[config.mk]
export PLATFORM = sky130hd
export DESIGN_NAME = rx_vc_router
export DESIGN_NICKNAME = d
export VERILOG_FILES = /design/src/rtl/rx_vc_router.sv
export SDC_FILE = /design/constraint.sdc
export NUM_CORES = 1
export LEC_CHECK = 0
export ABC_AREA = 1
export BUFFER_PORTS_ARGS = -buffer_cell sky130_fd_sc_hd__buf_4
export CORE_MARGIN = 1
export CORE_UTILIZATION = 45
export DETAILED_ROUTE_END_ITERATION = 10
export PLACE_DENSITY = 0.68
export SLEW_MARGIN = 20
export SYNTH_ARGS = -nofsm -noshare
export SYNTH_HDL_FRONTEND = slang
export SYNTH_SLANG_ARGS = --single-unit
[constraint.sdc]
create_clock -name clk -period 22.1 [get_ports clk]
set_input_delay 1.105 -clock clk [delete_from_list [all_inputs] [get_ports clk]]
set_output_delay 1.105 -clock clk [all_outputs]
set_load 0.1 [all_outputs]
[src/rtl/rx_vc_router.sv]
// Receive-side VC router: decodes the TLP traffic class, tags each TLP with VC0/VC1,
// and drains a 2-entry in-order holding buffer into the matching RX VC FIFO.
module rx_vc_router #(
    parameter int         TLP_W       = 224,
    parameter logic [7:0] TC_VC1_MASK = 8'hFE,
    parameter int         CNT_W       = 16
) (
    input  logic             clk,
    input  logic             rst,
    input  logic [TLP_W-1:0] tlp_i,
    input  logic             tlp_valid_i,
    output logic             tlp_ready_o,
    input  logic             vc0_full,
    input  logic             vc1_full,
    output logic [TLP_W-1:0] vc_data_o,
    output logic             wr_en_vc0,
    output logic             wr_en_vc1,
    output logic [CNT_W-1:0] vc0_cnt_o,
    output logic [CNT_W-1:0] vc1_cnt_o
);

    logic [TLP_W-1:0] data_q [2];
    logic [1:0]       tag_q;
    logic             wr_ptr;
    logic             rd_ptr;
    logic [1:0]       occ;
    logic [TLP_W-1:0] last_q;
    logic [CNT_W-1:0] cnt0_q;
    logic [CNT_W-1:0] cnt1_q;

    logic [2:0] tc;
    logic       head_valid;
    logic       head_tag;
    logic       push;
    logic       pop;

    // Traffic class lives in DW0 bits 22:20.
    assign tc          = tlp_i[TLP_W-10:TLP_W-12];
    assign head_valid  = (occ != 2'd0);
    assign head_tag    = tag_q[rd_ptr];
    assign tlp_ready_o = (occ != 2'd2) && !rst;
    assign push        = tlp_valid_i && tlp_ready_o;

    // Strictly in-order: a blocked head stalls everything behind it.
    assign wr_en_vc0 = head_valid && !head_tag && !vc0_full;
    assign wr_en_vc1 = head_valid &&  head_tag && !vc1_full;
    assign pop       = wr_en_vc0 || wr_en_vc1;

    assign vc_data_o = head_valid ? data_q[rd_ptr] : last_q;
    assign vc0_cnt_o = cnt0_q;
    assign vc1_cnt_o = cnt1_q;

    always_ff @(posedge clk or posedge rst) begin
        if (rst) begin
            data_q[0] <= '0;
            data_q[1] <= '0;
            tag_q     <= '0;
            wr_ptr    <= 1'b0;
            rd_ptr    <= 1'b0;
            occ       <= 2'd0;
            last_q    <= '0;
        end else begin
            if (push) begin
                data_q[wr_ptr] <= tlp_i;
                tag_q[wr_ptr]  <= TC_VC1_MASK[tc];
                wr_ptr         <= ~wr_ptr;
            end
            if (pop) begin
                rd_ptr <= ~rd_ptr;
            end
            // Remember the head so the data bus holds steady once the buffer drains.
            if (head_valid) begin
                last_q <= data_q[rd_ptr];
            end
            case ({push, pop})
                2'b10:   occ <= occ + 2'd1;
                2'b01:   occ <= occ - 2'd1;
                default: occ <= occ;
            endcase
        end
    end

    always_ff @(posedge clk or posedge rst) begin
        if (rst) begin
            cnt0_q <= '0;
            cnt1_q <= '0;
        end else begin
            if (wr_en_vc0) cnt0_q <= cnt0_q + 1'b1;
            if (wr_en_vc1) cnt1_q <= cnt1_q + 1'b1;
        end
    end

endmodule
Yosys cells after proc, flatten, opt, wreduce, memory -nomap -nowiden
Memory sizes are Yosys's and may differ from the RTL's.
Index checks and enable logic that the tools add are counted.
Widths: inputs -> output; s select.
{"block": "totals", "mem_bits_ro": 8, "mem_count": 1, "word_cells": 57, "output_inout_bits": 259, "regBits": 710, "in_bits": 229}
{"name": "(no name shown)", "depth": 8, "width": 1, "read_ports": 1, "rd_clocked_by_memory_dff": 0, "wr": 0, "line_no": "65", "text": "tag_q[wr_ptr] <= TC_VC1_MASK[tc];"}
{"block": "op_classes", "magnitude_cmp": 7, "n_addsub": 4, "reduce_logical": 15, "eq_ne": 3, "n_mux": 14, "n_bitwise": 4}
{"cell": "$mux 224", "n": 5}
{"cell": "$bwmux 448", "n": 1}
{"cell": "$demux 224 s1", "n": 1}
{"cell": "$add 16x1->16 const B", "n": 2}
{"cell": "$logic_and 1x1->1", "n": 8}
{"cell": "$ge 2x2->1 const B", "n": 2}
{"cell": "$logic_not 1->1", "n": 4}
{"cell": "$lt 1x2->1 const B", "n": 2}
{"cell": "$lt 3x4->1 const B", "n": 1}
{"cell": "$mux 1", "n": 4}
{"cell": "$not 1->2", "n": 2}
{"cell": "$pmux 2 s2", "n": 1}
{"cell": "$reduce_bool 2->1", "n": 2}
{"cell": "$add 2x1->2 const B", "n": 1}
{"cell": "$bwmux 2", "n": 1}
{"cell": "$eq 2x1->1 const B", "n": 1}
{"cell": "$eq 2x2->1 const B", "n": 1}
{"cell": "$lt 2x1->1 const B", "n": 1}
{"cell": "$ne 2x2->1 const B", "n": 1}
{"cell": "$not 1->1", "n": 2}
{"cell": "$sub 2x1->2 const B", "n": 1}
{"cell": "$demux 1 s1", "n": 1}
{"cell": "$ge 1x1->1 const B", "n": 1}
{"cell": "$logic_or 1x1->1", "n": 1}

Longest topological paths before layout
{"block": "logic_depth", "word_depth": 8, "depth_mapped": 9, "depth_no_buf": 9}

Least setup slack after synthesis
Ideal clock, no wire load.
{"block": "synth_path", "path_type": "register to output", "from": "register rd_ptr", "to": "output port vc_data_o[214]", "t_arrival_ps": 3330, "path_buffers": 4, "required_time_ps": 20995, "path_stages_with_launch": 7, "setup_slack_ps": 17665, "path_cell_list": "dfrtp_1 > buf_2 > buf_4 > buf_2 > clkbuf_1 > o21ai_0 > o21ai_0"}
{"block": "synth_between", "elab_chain_len": 5}
{"item": "start, declared", "line_no": "25", "text": "logic rd_ptr;"}
{"item": "start signal, assigned", "line_no": "69", "text": "rd_ptr <= ~rd_ptr;"}
{"item": "$not 1->2 (implied by the code)", "line_no": "49", "text": "assign vc_data_o = head_valid ? data_q[rd_ptr] : last_q;"}
{"item": "$mux 224 (implied by the code) (3 in series)", "line_no": "49"}
{"item": "$mux 224", "line_no": "49"}
{"item": "end, declared", "line_no": "15", "text": "output logic [TLP_W-1:0] vc_data_o,"}
No other way between the ends. The select of a mux whose other input is x is not followed.

Worst setup path in the final report
{"block": "layout_path", "from": "register rd_ptr", "to": "output port vc_data_o[114]"}
The elaborated chain is that of the path after synthesis.

==> key figures <==
Drt
  • Drt wl/cell: between 15 and 20 microns
  • ANT nets after route: 0
  • Via density: 4.81
  • # DRC: 0
  • Post-Route WL: between 70000 and 80000 microns
  • First-pass DRT Iterations: 5
  • Via count: 22556
  • Initial DRC count: 1533

Synth
  • Syn Nets: 3608
  • Sequential fraction of the synthesis area: 60.7%
  • Avg Synthesized Cell Area: a little under 9 sq um
  • Async S/R FF share, synth: 100%
  • #FFs+latches synth: 710
  • Synth unique cells: 24
  • Synth Instances: 3376
  • Syn. warnings: 0
  • Cell area after synthesis: between 20000 and 30000 sq um
  • Commonest register cell after synthesis: dfrtp_1
  • EDFF count, synth: 0

Timing
  • Worst clock skew: 19.5 ps
  • Setup TNS: 0 ps
  • Final worst path period need: 5240 ps
  • Fmax: 0.191 GHz
  • Hold Slack: 481 ps
  • Slew HR: 25.4%
  • Final hold vios: 0
  • RSZ-0062 raised after global routing: no
  • # setup viols final: 0
  • Worst slew pin tran: roughly 1100 ps
  • Final worst-path cycle share: 23.7%
  • Fin. max-slew vios: 0

GRT
  • First-pass GRT wire length: 115000 microns
  • Antenna violations before repair: 7
  • Global route total overflow: 0
  • Largest net degree at the start of global routing: between 200 and 250
  • Total Routing Usage GR: 21.3%
  • Vias in the first global route: 21561

CTS
  • CTS tree: done
  • Clock Tree Root: clkbuf_16
  • Post-CTS Setup Bufs: 0
  • Clock Latency Late Sink: 620 ps
  • Clock buffers created by TritonCTS: 77
  • H-tree depth: 3
  • Clock buffer depth: 3
  • Clock Pin Slew Worst Setup and Hold Paths: 60 ps
  • Post-cts sizing count: 0
  • Clk sinks: roughly 700
  • CTS Hold Bufs: 0

Floorplanning
  • IO Pins: 488
  • DIE AREA: 66100 sq um
  • Core Region: 64300 sq um
  • Die width: approximately 260 microns
  • Row cnt: 93
  • Die extent in y: ~260 microns
  • Starting Density: 45.5%

Worst setup path
  • Most frequent CP cell: buf_4
  • CP startpoint: rd_ptr
  • Reg2reg start: rd_ptr
  • Worst R2R End: last_q[114]
  • Kind of cell adding the most delay to the critical path: buffers and inverters
  • Startpoint Class: flop
  • WP buf/inv: 3
  • Critical path class: flop to output pin
  • Worst path cell trace: buf_4, buf_4, o21ai_0, o21ai_0, buf_4
  • CP arrival: between 4000 and 5000 ps
  • Worst EP required: 21000 ps
  • Crit end category: output pin
  • Worst Path Max Fanout: 104
  • Crit-path slowest cell: buf_4
  • Stages on worst setup path: 5
  • Crit path to: vc_data_o[114]
  • Max stage delay on crit path: 870 ps
  • R2R cell count: 4
  • Reg-to-reg slack, setup: 18800 ps

Layout
  • Syn-to-layout area delta: 23.4%
  • Share of layout cells above drive strength 1: 16.8%
  • Nets@finish: 4000

Placement
  • DP HPWL: roughly 45000 microns
  • Placer congestion estimate: 0.838
  • # port buffers: 487

Min path
  • Hold Path Depth: 2
  • Hold Crit Class: flop to flop

Job
  • MaxCap Viol Count: 0

Run status
  • Status: complete, no violations
[logic make-up after synthesis]
kind of cell / after synthesis / synth area share [%]
AOI/OAI and AO/OA: 910 / 15.6
xor gates and xnor gates: 16 / 0.479
adders and majority gates: 3 / 0.128
buffers and inverters: 677 / 9.17
DFF: 710 / 60.7
and+or+nand+nor: 1060 / 13.9
[cell usage after synthesis (10+ instances only)]
cell | instances | area (sq um)
o21ai_0 | 522 | 2610
nor2_1 | 33 | 124
buf_1 | 11 | 41.3
nand4_1 | 10 | 62.6
clkbuf_1 | 75 | 282
nand3_1 | 15 | 75.1
buf_2 | 112 | 561
o21ai_1 | 384 | 1920
inv_1 | 476 | 1790
dfrtp_1 | 710 | 17800
nand2_1 | 988 | 3710
[layer usage]
metal | track usage (%) | routed length [microns] | vias to the layer above
li1 | - | - | 11402
met1 | 28.8 | 31400 | 10581
met2 | 33.7 | 33200 | 457
met3 | 4.79 | 4090 | 110
met4 | 7.82 | 1940 | 6
met5 | 0 | 45 | -
[final cells by class]
class / instances / area [sq um]
well taps: 855 / 1070
inverters: 478 / 1800
clock inverters: 18 / 315
clock buffers: 122 / 2380
diodes: 4 / 10.0
flip-flops and latches: 710 / 17800
fillers: 5852 / 28200
repair buffers: 512 / 3950
multi-input cells: 1989 / 8830
[metrics by stage]
step                instance area (sq um)  cells  worst slack, ps  utilization [%]
global placement                    33300   4541            17440             51.8
global route                        36100   4688            16620             56.1
detailed placement                  33300   4541            17450             51.8
CTS                                 36000   4681            16900             56.0
finish                              36100   4688            16860             56.1
floorplan                           29300   3376             1080                -
[state kept, by name (all words and copies together) (netlist names)]
signal and flops:
tag_q 2, rd_ptr 1, wr_ptr 1, occ 2, last_q 224, data_q 448, vc1_cnt_o 16, vc0_cnt_o 16
[worst min-delay path by stage]
stage	startpoint	endpoint	slack (ps)
after floorplan	data_q[0]	data_q[0]	450
after global placement	data_q[352]	data_q[352]	460
after detailed placement	data_q[123]	data_q[123]	470
after CTS	data_q[373]	data_q[373]	490
after global routing	data_q[249]	data_q[249]	490
final	data_q[328]	data_q[328]	480
[placed cells by master (no fill, tap or decap), drive strengths merged]
master | netlist | layout
nand2 | 989 | 989
o21ai | 906 | 906
dfrtp | 710 | 710
buf | 124 | 512
inv | 478 | 481
clkbuf | 75 | 122
nor2 | 36 | 36
nand3 | 16 | 16
nand4 | 10 | 10
xor2 | 8 | 8
xnor2 | 8 | 8
clkinv | 0 | 7
bufinv | 0 | 6
nand3b | 5 | 5
diode | 0 | 4
nor3 | 4 | 4
a21oi | 4 | 4
ha | 3 | 3
clkinvlp | 0 | 2
[worst register-to-register path, cell delays in order, from the launching register on]
cell	delay, ps
dfrtp_4	760
buf_4	820
buf_4	920
o21ai_0	230
o21ai_0	420
Power is not shown: default switching activity piles up to over one toggle a cycle in this logic, so the estimate is an artifact.
